`src/rtl/countdown_ctrl.sv`:
```
// countdown_ctrl: run/pause/alarm sequencer for the countdown timer.
// Divides CLK to a count tick, gates CE, times the blinking alarm.
module countdown_ctrl #(
   parameter int TICK_DIV    = 100_000_000,
   parameter int ALARM_TICKS = 5,
   parameter int BLINK_DIV   = 50_000_000
) (
   input  logic       CLK,
   input  logic       CLR,
   input  logic       START,
   input  logic       STOP,
   input  logic       CNT_ZERO,
   output logic       CE,
   output logic       LOAD,
   output logic       RUNNING,
   output logic       ALARM,
   output logic       BLINK,
   output logic [1:0] STATE
);

   localparam logic [1:0] S_IDLE  = 2'b00;
   localparam logic [1:0] S_RUN   = 2'b01;
   localparam logic [1:0] S_PAUSE = 2'b10;
   localparam logic [1:0] S_ALARM = 2'b11;

   localparam int PW = $clog2(TICK_DIV);
   localparam int AW = (ALARM_TICKS > 1) ? $clog2(ALARM_TICKS) : 1;
   localparam int BW = (BLINK_DIV > 1) ? $clog2(BLINK_DIV) : 1;

   localparam logic [PW-1:0] PMAX = PW'(TICK_DIV - 1);
   localparam logic [AW-1:0] ALST = AW'(ALARM_TICKS - 1);
   localparam logic [BW-1:0] BLST = BW'(BLINK_DIV - 1);

   logic [1:0]    state;
   logic [PW-1:0] pre_cnt;
   logic [AW-1:0] alm_cnt;
   logic [BW-1:0] blk_cnt;
   logic          blink;
   logic          load;
   logic          tick;

   assign tick    = (pre_cnt == PMAX);
   assign CE      = (state == S_RUN) & tick & ~CNT_ZERO & ~STOP;
   assign LOAD    = load;
   assign RUNNING = (state == S_RUN);
   assign ALARM   = (state == S_ALARM);
   assign BLINK   = blink & (state == S_ALARM);
   assign STATE   = state;

   always_ff @(posedge CLK) begin
      if (CLR) begin
         state   <= S_IDLE;
         pre_cnt <= '0;
         alm_cnt <= '0;
         blk_cnt <= '0;
         blink   <= 1'b0;
         load    <= 1'b0;
      end else begin
         load <= 1'b0;
         unique case (state)
            S_IDLE: begin
               if (STOP) begin
                  load <= 1'b1;
               end else if (START && !CNT_ZERO) begin
                  state   <= S_RUN;
                  pre_cnt <= '0;
               end
            end
            S_RUN: begin
               if (CNT_ZERO) begin
                  state   <= S_ALARM;
                  pre_cnt <= '0;
                  alm_cnt <= '0;
                  blk_cnt <= '0;
                  blink   <= 1'b1;
               end else if (STOP) begin
                  // freeze the prescaler so a pause resumes the partial tick
                  state <= S_PAUSE;
               end else begin
                  pre_cnt <= tick ? '0 : pre_cnt + 1'b1;
               end
            end
            S_PAUSE: begin
               if (STOP) begin
                  state <= S_IDLE;
                  load  <= 1'b1;
               end else if (START) begin
                  state <= S_RUN;
               end
            end
            S_ALARM: begin
               if (blk_cnt == BLST) begin
                  blk_cnt <= '0;
                  blink   <= ~blink;
               end else begin
                  blk_cnt <= blk_cnt + 1'b1;
               end
               if (START || STOP || (tick && alm_cnt == ALST)) begin
                  state <= S_IDLE;
                  load  <= 1'b1;
               end else begin
                  pre_cnt <= tick ? '0 : pre_cnt + 1'b1;
                  if (tick)
                     alm_cnt <= alm_cnt + 1'b1;
               end
            end
            default: state <= S_IDLE;
         endcase
      end
   end

endmodule

```
`config.mk`:
```
export PLATFORM = sky130hd
export DESIGN_NAME = countdown_ctrl
export DESIGN_NICKNAME = d
export VERILOG_FILES = /design/src/rtl/countdown_ctrl.sv
export SDC_FILE = /design/constraint.sdc
export NUM_CORES = 1
export LEC_CHECK = 0
export ABC_AREA = 1
export CORE_MARGIN = 2
export CORE_UTILIZATION = 35
export DETAILED_ROUTE_END_ITERATION = 12
export SKIP_LAST_GASP = 1
export SLEW_MARGIN = 20
export SYNTH_ARGS = -nofsm -noshare
export SYNTH_HDL_FRONTEND = slang
export SYNTH_SLANG_ARGS = --single-unit
```
`constraint.sdc`:
```
create_clock -name CLK -period 2 [get_ports CLK]
set_input_delay 0.2 -clock CLK [delete_from_list [all_inputs] [get_ports CLK]]
set_output_delay 0.2 -clock CLK [all_outputs]
set_load 0.005 [all_outputs]
```
## Word-level counts from Yosys, hierarchy flattened

Index checks and enable logic that the tools add are counted.

- Bits in registers: 60
- Latch bits: 0
- Memory bits (writable): 0
- Memory bits (read-only): 0
- Bits of input ports: 5
- Output and inout port bits: 7
- Logic and storage cells: 74
- Memories kept: 0

- $add $sub $neg: 3
- $mul: 0
- Div/mod/pow operators: 0
- $lt $le $gt $ge: 0
- Eq/ne operators: 16
- Shift-type cells: 0
- Multiplexer cells: 28
- Bitwise operators: 7
- Reduce and logical (&&, ||, !) cells: 14

Operators by type and width:

| cell | number |
|---|---|
| $mux 27 | 6 |
| $pmux 27 s3 | 1 |
| $mux 26 | 2 |
| $pmux 26 s2 | 1 |
| $add 27x1->27 const B | 1 |
| $eq 27x27->1 const B | 1 |
| $add 26x1->26 const B | 1 |
| $eq 26x26->1 const B | 1 |
| $mux 2 | 7 |
| $reduce_and 5->1 | 2 |
| $mux 3 | 3 |
| $ne 3x3->1 const B | 3 |
| $ne 2x2->1 const B | 4 |
| $pmux 2 s4 | 1 |
| $ne 2x1->1 const B | 3 |
| $pmux 3 s2 | 1 |
| $and 1x1->1 | 4 |
| $eq 2x2->1 const B | 2 |
| $mux 1 | 4 |
| $pmux 1 s2 | 2 |
| $reduce_and 4->1 | 1 |
| $add 3x1->3 const B | 1 |
| $eq 3x3->1 const B | 1 |
| $not 1->1 | 3 |
| other kinds (10) | 12 |

## Logic depth before layout (Yosys ltp)

Gate-level depths: netlist of the first run.

- Word-level depth: 5
- Gate-level depth with buffers: 13
- Gate-level depth less buffers: 12

## Worst setup path after synthesis of the first run

OpenSTA, ideal clock, no wires.

- Path type: register -> register
- Start point: register blk_cnt[0]
- End point: register blk_cnt[24]
- Library setup time: 0.114 ns
- Arrival: 1.629 ns
- Required time: 1.886 ns
- Setup slack: 0.257 ns
- Stages on the path, launching flop included: 12
- Buffers on the path: 1
- Clock period less this slack: 1.743 ns
- Path through: dfxtp_1 ha_1 nand2_1 nor2_1 nand2_1 nor2_1 nand4_1 nand2_1 nand2_1 nand2_2 buf_4 nor2_1

- Longest elaborated chain between the ends: 3
- Elaborated cells between the ends (all ways): 4
- Classes of those cells: 1 x add/sub; 1 x eq/ne; 2 x mux

Ends and longest elaborated chain:

| item | RTL line | source |
|---|---|---|
| start, declared | 37 | `logic [BW-1:0] blk_cnt;` |
| start signal, assigned | 96 | `blk_cnt <= blk_cnt + 1'b1;` |
| $add 26x1->26 / $eq 26x26->1 (equally long branches) | 96, 92 |  |
| $mux 26 * | 92 | `if (blk_cnt == BLST) begin` |
| $pmux 26 s2 * | 60 | `unique case (state)` |

Every way passes the cells marked *; elsewhere a longest branch is shown, timed or not.
A chain may end at the register's enable or synchronous reset.

## Worst setup path after layout of the first run

- Start point: register pre_cnt[0]
- End point: output CE

- Longest elaborated chain between the ends: 4

Ends and longest elaborated chain:

| item | RTL line | source |
|---|---|---|
| start, declared | 35 | `logic [PW-1:0] pre_cnt;` |
| start signal, assigned | 80 | `pre_cnt <= tick ? '0 : pre_cnt + 1'b1;` |
| start signal, assigned | 102 | `pre_cnt <= tick ? '0 : pre_cnt + 1'b1;` |
| $eq 27x27->1 | 42 | `assign tick = (pre_cnt == PMAX);` |
| $and 1x1->1 (3 in series) | 43 | `assign CE = (state == S_RUN) & tick & ~CNT_ZERO & ~STOP;` |
| end, declared | 13 | `output logic CE,` |

Every way passes these cells.

==> results of run 1 <==
-- cells in the final DEF (no fill, tap or decap), types with 4 or more instances in the layout --
cell,count
dfxtp_1,58
clkbuf_8,10
o21ai_0,12
a21oi_1,29
nor3_1,17
nand3b_1,4
nor2_1,116
xor2_1,14
nand2_4,4
buf_4,50
xnor2_1,7
clkdlybuf4s50_1,10
nor2_2,4
inv_1,64
nand2_1,155
a21oi_2,6
nand3_1,63
nand4_1,21
-- layout make-up --
class	instances	area [sq um]	share of cell area, %
multi-input cells	484	2400	50.2
flip-flops and latches	60	1200	25.2
repair buffers	63	526	11.0
inverters	67	251	5.26
well taps	140	175	3.66
clock buffers	10	138	2.88
clock inverters	6	87.6	1.83
-- cells in the mapped netlist, drive strengths merged --
cell,number,area (sq um)
nand2,163,649
nor2,124,509
clkbuf,7,26.3
o21ai,13,65.1
nor3b,2,15.0
buf,13,83.8
nor3,18,90.1
xor2,14,123
nor4,4,25.0
a21boi,1,11.3
a221oi,1,8.76
a211oi,1,7.51
dfxtp,60,1200
o21a,1,7.51
a21oi,35,186
nand3,66,353
clkinv,2,7.51
and3,2,12.5
and2,1,6.26
or2,1,6.26
inv,65,244
ha,4,50.1
nand4,21,131
o22ai,1,6.26
nand3b,4,30.0
xnor2,7,61.3
-- critical path, cell delays in order, from the launching register on --
cell     delay (ps)
dfxtp_2         330
ha_2            170
nand2_2          80
nor2_4          140
nand2_4          70
inv_1            70
nand4_1         120
nor4_2          190
buf_2           160
-- where the power goes --
group	internal, uW	switching [uW]
Sequential	1210	13.9
Combinational	110	187
Clock	732	525
-- kinds of logic (layout without fill, tap and decap cells) --
| logic type | after synthesis | after routing | synth area share [%] |
|---|---|---|---|
| compound gates | 53 | 53 | 7.47 |
| xor+xnor | 21 | 21 | 4.70 |
| fa+ha+maj | 4 | 4 | 1.28 |
| buf+inv | 87 | 146 | 9.23 |
| flops | 60 | 60 | 30.7 |
| simple gates | 406 | 406 | 46.7 |
-- stage by stage --
step	utilization (%)	hold slack, ps
after floorplan	-	349
after global placement	41.2	442
after detailed placement	41.2	455
after CTS	43.3	466
after global routing	43.9	510
final	43.9	461
-- per-layer routing --
| layer | routed length, um | global-route usage [%] | up-vias | part of all wire, % |
|---|---|---|---|---|
| li1 | - | - | 2140 | - |
| met1 | 5430 | 26.8 | 1878 | 50 |
| met2 | 4710 | 28.0 | 121 | 43 |
| met3 | 552 | 2.61 | 11 | 5.1 |
| met4 | 144 | 7.69 | 0 | 1.3 |
| met5 | 0 | 0 | - | 0 |
-- flip-flops by register name, summed over array words and instances (netlist names) --
register,count
blk_cnt,26
LOAD,1
STATE,2
pre_cnt,27
blink,1
alm_cnt,3
-- worst min-delay path by stage --
stage,startpoint,endpoint,slack (ps),cells after the start
global route,blink$_SDFFE_PP0P_,blink$_SDFFE_PP0P_,510,2
floorplan,STOP,LOAD$_SDFF_PP0_,350,2
finish,blink$_SDFFE_PP0P_,blink$_SDFFE_PP0P_,460,2
detailed placement,blink$_SDFFE_PP0P_,blink$_SDFFE_PP0P_,450,2
global placement,blink$_SDFFE_PP0P_,blink$_SDFFE_PP0P_,440,2
CTS,blink$_SDFFE_PP0P_,blink$_SDFFE_PP0P_,470,2
-- timing repair --
action	in CTS	in global routing
setup endpoints to repair	1	42
cloned	0	1
resized for setup	5	13
pin swaps	1	2
==> impl_metrics.toml, run 1 <==
[worst_setup_path]
worstReg2RegEnd = "pre_cnt[10]$_SDFFE_PP0P_"
end_kind = "output port"
endpoint = "CE"
worstReg2RegStart = "pre_cnt[0]$_SDFFE_PP0P_"
crit_fanout = 2
r2r_slack_ps = 120
startpoint_type = "flop"
reg2reg_depth = 14
cp.required_ps = 1800
arrival_ps = 1690
cp-startpoint = "pre_cnt[0]$_SDFFE_PP0P_"
crit_type = "flop to output port"

[sta]
fin_crit_sh_pct = 94.7
fin_ws_ps = 107
min_period_ps = 1890
rsz0062_at_grt = "yes"
setup_tns_ps = 0
timing.fmax_ghz = 0.528
relSlewSlack_pct = 75.6
finalSetupViolCount = 0
hold_violations = 0
worstMarginPinSlew_ps = 364
slew_violations = 0
clock_skew_ps = 9.14

[grt]
grt_pass1_wl_um = 17600
grt_use_total_pct = 18.7
grt_pass1_vias = 3593
grt_max_degree = 28
gr-total-overflow = 0
antenna_found_initial = 0

[yosys]
avgSynthCellArea_sq_um = 6.21
ys_ff_latch = 60
ys_types = 38
yosysWarnings = 0
syn_nets = 640
synth_cells = 631
yosysSeqAreaShare_pct = 30.7
syn_area_sq_um = 3920

[place]
place_hpwl_um = 8040
io_buffer_count = 11
dpl-instance-area_sq_um = 4490
place_inst = 813
routabilityCongestion = 0.917
pre_cts_slack_ps = 11.0

[hold_path]
hp-class = "flop to flop"

[clocking]
clockBufferDepth = 2
ctsHoldBuffers = 0
cts_setup_buffers = 0
htree_levels = 3
clkTransAtPathRegs_ps = 70
clk_latency_ps = 360
tritoncts = "built"
root_buffer = "clkbuf_8"
numClockSinks = 60
cts_buffers = 9

[cells_and_area]
syn2layout_area_growth_pct = 22.1
nNetsFinal = 694
drive_gt1_share_pct = 14.8
fillCellCount = 1136
antenna_cells = 0
layoutNonFillerInstCount = 830
final_area_sq_um = 4780

[drt]
avgViaCountPerCell = 5.00
drtAntennaViolNets = 0
firstDrtPassIters = 5
via_count = 4150
drt-wirelength-per-cell_um = 13.1
drc = 0
drt_iter0_drc = 365
drt-total-wl_um = 10800

[floorplan]
die_y_um = 110
chipWidth_um = 110
core_area_sq_um = 10900
dieArea_sq_um = 12100
io_pins = 12
rows = 38
start_util_pct = 36.0

[run]
maxCapViolations = 0

[power_and_ir_drop]
vdd.ir_drop.worst_mv = 0.267
p_total_uw = 2780
power_leakage_uw = 0.00179
p_per_area_nw_per_um2 = 582

[outcome]
status = "completed"
Note: power is estimated with default switching activity, not from simulation.
==> run 2, diff against run 1 <==
--- a/config.mk
+++ b/config.mk
@@ -9,6 +9,8 @@
 export CORE_MARGIN = 2
 export CORE_UTILIZATION = 35
 export DETAILED_ROUTE_END_ITERATION = 12
+export DONT_BUFFER_PORTS = 1
+export REMOVE_ABC_BUFFERS = 1
 export SKIP_LAST_GASP = 1
 export SLEW_MARGIN = 20
 export SYNTH_ARGS = -nofsm -noshare
==> run 2 against run 1 <==
  * The flow now finishes with violations (setup timing)
  * Wire length grew 2.9%
  * Die area is the same
  * Clock power is essentially flat
  * Design area shrank 2.0%
  * Global-route usage grew 0.081 points
  * Largest cell class unchanged
  * Largest power group is now registers
==> impl_metrics.toml, run 2 (synthesis results as in run 1) <==
[sta]
clock_skew_ps = 7.44
hold_violations = 0
slew_violations = 0
relSlewSlack_pct = 47.8
min_period_ps = 2080
timing.fmax_ghz = 0.480
fin_ws_ps = -83.7
rsz0062_at_grt = "yes"
worstMarginPinSlew_ps = 780
fin_crit_sh_pct = 104
finalSetupViolCount = 1

[grt]
gr-total-overflow = 0
grt_use_total_pct = 18.8
grt_use_met1_pct = 20.3
grt_pass1_vias = 3926
top_usage_layer = "met2"
antenna_found_initial = 0
grt_pass1_wl_um = 17700
grt_max_degree = 32
grt_use_met3_pct = 4.56
met2_usage_pct = 33.8

[floorplan]
rows = 38
io_pins = 12
start_util_pct = 36.0
chipWidth_um = 110
die_y_um = 110
core_area_sq_um = 10900
dieArea_sq_um = 12100

[worst_setup_path]
crit_type = "flop to output port"
cp-startpoint = "pre_cnt[25]$_SDFFE_PP0P_"
cp.required_ps = 1800
startpoint_type = "flop"
crit_fanout = 5
worstReg2RegStart = "pre_cnt[1]$_SDFFE_PP0P_"
arrival_ps = 1880
end_kind = "output port"

[place]
routabilityCongestion = 0.905
place_hpwl_um = 7910
pre_cts_slack_ps = 64.0
place_inst = 780
io_buffer_count = 0

[hold_path]
hp-class = "primary input to flop"
min_from = "CLR"

[cells_and_area]
final_common_cell = "nand2_1"
syn2layout_area_growth_pct = 19.6
layout_common_cells = "nand2_1, nor2_1, inv_1"
regMostFlops = "pre_cnt"
fillCellCount = 1170
multi_input_area_sq_um = 2460
antenna_cells = 0
ff_latch_area_sq_um = 1210
drive_gt1_share_pct = 13.7
layoutNonFillerInstCount = 810
largest_reg_flops = 27
reg_top3 = "pre_cnt (27), blk_cnt (26), alm_cnt (3)"
nNetsFinal = 674

[drt]
drt-wirelength-per-cell_um = 13.8
drc = 0
drt-total-wl_um = 11200
avgViaCountPerCell = 5.09
drtAntennaViolNets = 0
firstDrtPassIters = 4
via_count = 4122
drt_iter0_drc = 270

[power_and_ir_drop]
power_leakage_uw = 0.00172
p_per_area_nw_per_um2 = 588
vdd.ir_drop.worst_mv = 0.417
p_total_uw = 2760

[clocking]
htree_levels = 3
root_buffer = "clkbuf_8"
numClockSinks = 60
clkTransAtPathRegs_ps = 70
tritoncts = "built"
cts_buffers = 9
clockBufferDepth = 2
clk_latency_ps = 350

[outcome]
status = "finished with violations"
violations = "setup timing"

[run]
maxCapViolations = 0
run 2: changes by cell type in the layout (fill, tap and decap cells not counted), sizes merged:
cell / previous run / this run
buf: 52 / 40
nand2: 163 / 164
clkdlybuf4s50: 10 / 0
dlygate4sd3: 0 / 2
clkinvlp: 3 / 1
clkbuf: 11 / 12
run 2: power by group:
part | total, uW | leakage (uW) | switching [uW] | internal [uW]
logic | 294 | 0.00113 | 179 | 115
registers | 1230 | 0.000487 | 19.2 | 1210
clock network | 1230 | 0.000107 | 496 | 735
run 2: critical path: stages, from the launching register on:
cell	delay, ps
dfxtp_1	300
inv_1	110
buf_4	160
nand3_1	70
nor3_1	150
nand4_1	210
nor4_4	270
buf_4	180
buf_6	90
run 2: cell type report:
type | count | share of cell area, %
Timing Repair Buffer | 42 | 7.96
Sequential cell | 60 | 25.8
Clock inverter | 4 | 1.55
Tap cell | 140 | 3.74
Inverter | 67 | 5.37
Clock buffer | 12 | 3.10
Multi-Input combinational cell | 485 | 52.5
run 2: routing by layer:
layer  vias to the layer above  part of all wire, %
met5                         -                    0
met2                       102                   51
met4                         0                  2.2
li1                       2094                    -
met3                        22                  5.0
met1                      1904                   42
run 2: path summary, 6_finish.rpt:
path / slack [ps] / end / depth (start not counted)
setup / recovery: -80 / CE / 8
hold / removal: 20 / STATE[0]$_SDFFE_PP0P_ / 3
setup reg to reg: 80 / pre_cnt[2]$_SDFFE_PP0P_ / 14
hold reg to reg: 470 / pre_cnt[14]$_SDFFE_PP0P_ / 2
run 2: metrics by stage:
stage	TNS, ps	util, %	hold slack (ps)	area (sq um)
2_1_floorplan	0	-	262	3810
3_3_place_gp	0	38.8	271	4230
3_5_place_dp	0	38.8	274	4230
4_1_cts	-212	41.8	1.68	4550
5_1_grt	-152	43.0	41.6	4690
6_report	-83.7	43.0	19.7	4690
run 2: what timing repair did:
action	4_1_cts	5_1_grt
endpoints found under the setup margin	1	25
hold buffers	2	0
pin swaps	4	5
gates resized for setup	14	13
gates cloned	0	1
endpoints found under the hold margin	16	0
buffers inserted	6	5
==> patch 1 (flow settings as in run 1) <==
`ALARM_TICKS`: 5 -> 4.
--- a/src/rtl/countdown_ctrl.sv
+++ b/src/rtl/countdown_ctrl.sv
@@ -4,3 +4,3 @@
    parameter int TICK_DIV    = 100_000_000,
-   parameter int ALARM_TICKS = 5,
+   parameter int ALARM_TICKS = 4,
    parameter int BLINK_DIV   = 50_000_000
Formal check against the unedited RTL: same outputs for any inputs over 10 cycles, from zero or initial values; that may be too few to reach the edited logic, so the function may still have changed.
==> patch 1 against run 1 <==
Count of clock-buffer cells in the layout rose by 1; sequential share of layout area fell by 0.20 points; combinational power rose by 41%; largest cell class unchanged; worst setup slack got worse by 0.011 ns; design area fell by 0.68%; power rose by 20%; area after synthesis rose by 2.0%; sequential cell count fell by 1; sequential power rose by 4%; worst hold slack got worse by 0.0073 ns; routed wire length fell by 0.79%; die area rose by 1.9%.
==> patch 1: results <==
[status]
status = "finished, final reports clean"

[global_routing]
grt_max_degree = 22
grt_usage = 0.184
grt_pass1_wl_um = 18600
grt_pass1_vias = 3876

[layout]
nets = 707
nFillCells = 1183
top_regs = "pre_cnt x27, blk_cnt x26"
final_layout_size_suffix_gt1_frac = 0.128

[synth]
synthTopCellsByArea = "dfxtp_1 (30%), nand2_1 (18%), nor2_1 (12%)"
ys.flop_type = "dfxtp_1"
async_reset_ff_frac = 0
syn_nets = 667
seq_area_frac_synth = 0.296
netlist_top_cells_count = "nand2_1 (195), nor2_1 (127), inv_1 (68), nand3_1 (63), dfxtp_1 (59)"
ys_types = 36

[clocking]
path_clk_slew_ns = 0.05
cts_root_buffer = "clkbuf_16"
clk_latency_ns = 0.33

[power]
peakVddDrop_uv = 463
power.static_leakage_uw = 0.00184

[placed_design]
place_congestion = 0.948
portBuffers = 11
hpwl_um = 8130

[route]
wl_per_cell_um = 12.7
num_vias = 4162
drt_iter0_drc = 342

[setup_path]
worstPathArrival_ns = 1.70
crit_fanout = 4
max_stage_delay_ns = 0.33

[sta]
worstMarginPinSlew_ns = 0.594
clock_skew_ns = 0.00528
==> patch 1: cell count changes in the layout (fill, tap and decap cells not counted), moves of 5 or more <==
| cell | run 1 | this run |
|---|---|---|
| clkbuf_16 | 1 | 9 |
| nor2_1 | 116 | 126 |
| nand2_1 | 155 | 195 |
| clkbuf_8 | 10 | 0 |
| buf_4 | 50 | 33 |
| xnor2_1 | 7 | 2 |
| nor3_1 | 17 | 10 |
| o21ai_0 | 12 | 7 |
| a21oi_2 | 6 | 1 |
==> patch 1: cell type report <==
cell class | instances | area, µm² | share of cell area
Multi-Input combinational cell | 512 | 2420 | 0.509
Sequential cell | 59 | 1190 | 0.250
Timing Repair Buffer | 45 | 379 | 0.0798
Inverter | 72 | 275 | 0.0580
Clock buffer | 11 | 233 | 0.0490
Tap cell | 143 | 179 | 0.0377
Clock inverter | 5 | 77.6 | 0.0163
==> patch 1: per-layer routing <==
layer / share of wire / GRT usage
met1: 0.51 / 0.251
met4: 0.017 / 0.0733
met5: 0 / 0
met2: 0.43 / 0.287
met3: 0.043 / 0.0355
==> patch 1: final timing paths <==
check	endpoint	from	cells past startpoint	slack, ns
setup / recovery	CE	pre_cnt[1]	8	0.1
hold reg to reg	blink	blink	2	0.45
hold / removal	blink	blink	2	0.45
setup reg to reg	pre_cnt[16]	pre_cnt[1]	13	0.19
==> patch 1: report_power, final <==
group	internal, µW	total, µW	leakage, µW	switching, µW
logic	164	419	0.00121	254
registers	1230	1280	0.000480	51.5
clock network	1090	1640	0.000150	551
total	2480	3330	0.00184	857
==> patch 1: logic make-up after synthesis <==
group / share of synthesized area
compound gates: 0.0611
simple gates: 0.490
flops: 0.296
fa+ha+maj: 0.00939
xor+xnor: 0.0394
buf+inv: 0.104
==> patch 1: worst register-to-register path: cells and delay by family (launching register included) <==
family	cells	cell delay, ns
simple gates	10	0.92
flops	1	0.33
buf+inv	2	0.26
fa+ha+maj	1	0.18
==> patch 1: per-stage QoR <==
stage | setup TNS [ns] | setup slack, ns | total power, µW | instances | area (µm²)
detailed placement | 0 | 0.0417 | 1720 | 831 | 4410
CTS | 0 | 0.0000590 | 3360 | 847 | 4730
finish | 0 | 0.0953 | 3330 | 847 | 4750
floorplan | 0 | 0.325 | 1610 | 659 | 4000
global placement | 0 | 0.0825 | 1710 | 831 | 4410
global route | -0.0489 | -0.0489 | 3480 | 847 | 4750
==> patch 1: timing repair <==
item                                    4_1_cts  5_1_grt
cloned                                        0        0
resized for setup                             7        5
pin swaps                                     1        2
endpoints found under the hold margin         0        0
endpoints found under the setup margin        1        5
==> patch 2 (flow settings as in run 1) <==
Made on the original files. One comparison of `pre_cnt` changes from == to >=.
--- a/src/rtl/countdown_ctrl.sv
+++ b/src/rtl/countdown_ctrl.sv
@@ -41,3 +41,3 @@
 
-   assign tick    = (pre_cnt == PMAX);
+   assign tick    = (pre_cnt >= PMAX);
    assign CE      = (state == S_RUN) & tick & ~CNT_ZERO & ~STOP;
Function: no difference found for any inputs over 10 cycles, from zero or initial values; that may be too few to reach the edited logic, so the function may still have changed.
==> patch 2 against run 1 <==
Design area grew 10%; first-iteration DRC count shrank 38%; non-clock buffer count grew 28; critical endpoint is now pre_cnt[24]; critical path depth grew 7; worst hold slack lost 0.015 ns; worst setup slack gained 0.0071 ns; sequential cell count is the same; area after synthesis grew 1.8%; routed wire length grew 4.1%; power grew 25%; core utilization grew 4.1 points; clock skew shrank 0.0018 ns; largest cell class unchanged.
==> patch 2: results <==
[layout]
nFillCells = 1076
final_cell_count_no_fill = 890
nets = 754

[power]
switching_share = 0.277
peakVddDrop_uv = 675
powerSeq_uw = 1310

[setup_path]
max_stage_delay_ns = 0.36
crit_path_end = "pre_cnt[24]"
setup.worst_path.start = "pre_cnt[1]"
r2r_start = "pre_cnt[1]"
worstPathArrival_ns = 2.13
crit_fanout = 5

[synth]
avgSynthCellArea_um2 = 6.04
synth_fa_ha_area_frac = 0.0126
synth_xor_xnor_area_share = 0.0176

[placed_design]
hpwl_um = 8120
dpl_cell_area_mm2 = 0.00471
place_congestion = 0.976

[clocking]
cts_root_buffer = "clkbuf_16"

[sta]
relSlewSlack = 0.733
clock_skew_ns = 0.00734

[status]
status = "finished, final reports clean"

[global_routing]
grt_pass1_vias = 4123
grt_pass1_wl_um = 18700
met3_usage = 0.0443

[route]
num_vias = 4357
## patch 2: changes by cell type after synthesis, moves of 5 or more
cell,run 1,this run
nand2_1,156,175
inv_1,65,80
nor2_1,118,133
nand4_1,21,13
xor2_1,14,6
a31oi_1,0,5
or2_2,1,6
xnor2_1,7,2
## patch 2: cell type report
cell class / instances / area, µm² / area share
well taps: 140 / 175 / 0.0332
repair buffers: 91 / 785 / 0.149
inverters: 81 / 307 / 0.0581
clock buffers: 10 / 239 / 0.0453
flip-flops and latches: 60 / 1210 / 0.230
clock inverters: 6 / 63.8 / 0.0121
multi-input cells: 502 / 2490 / 0.472
## patch 2: how the worst min path moves through the flow
stage / startpoint / to / slack [ns] / depth (start not counted)
after floorplan: STOP / LOAD / 0.35 / 2
after global placement: blink / blink / 0.44 / 2
after detailed placement: blink / blink / 0.44 / 2
after CTS: blink / blink / 0.45 / 2
after global routing: blink / blink / 0.47 / 2
final: blink / blink / 0.45 / 2
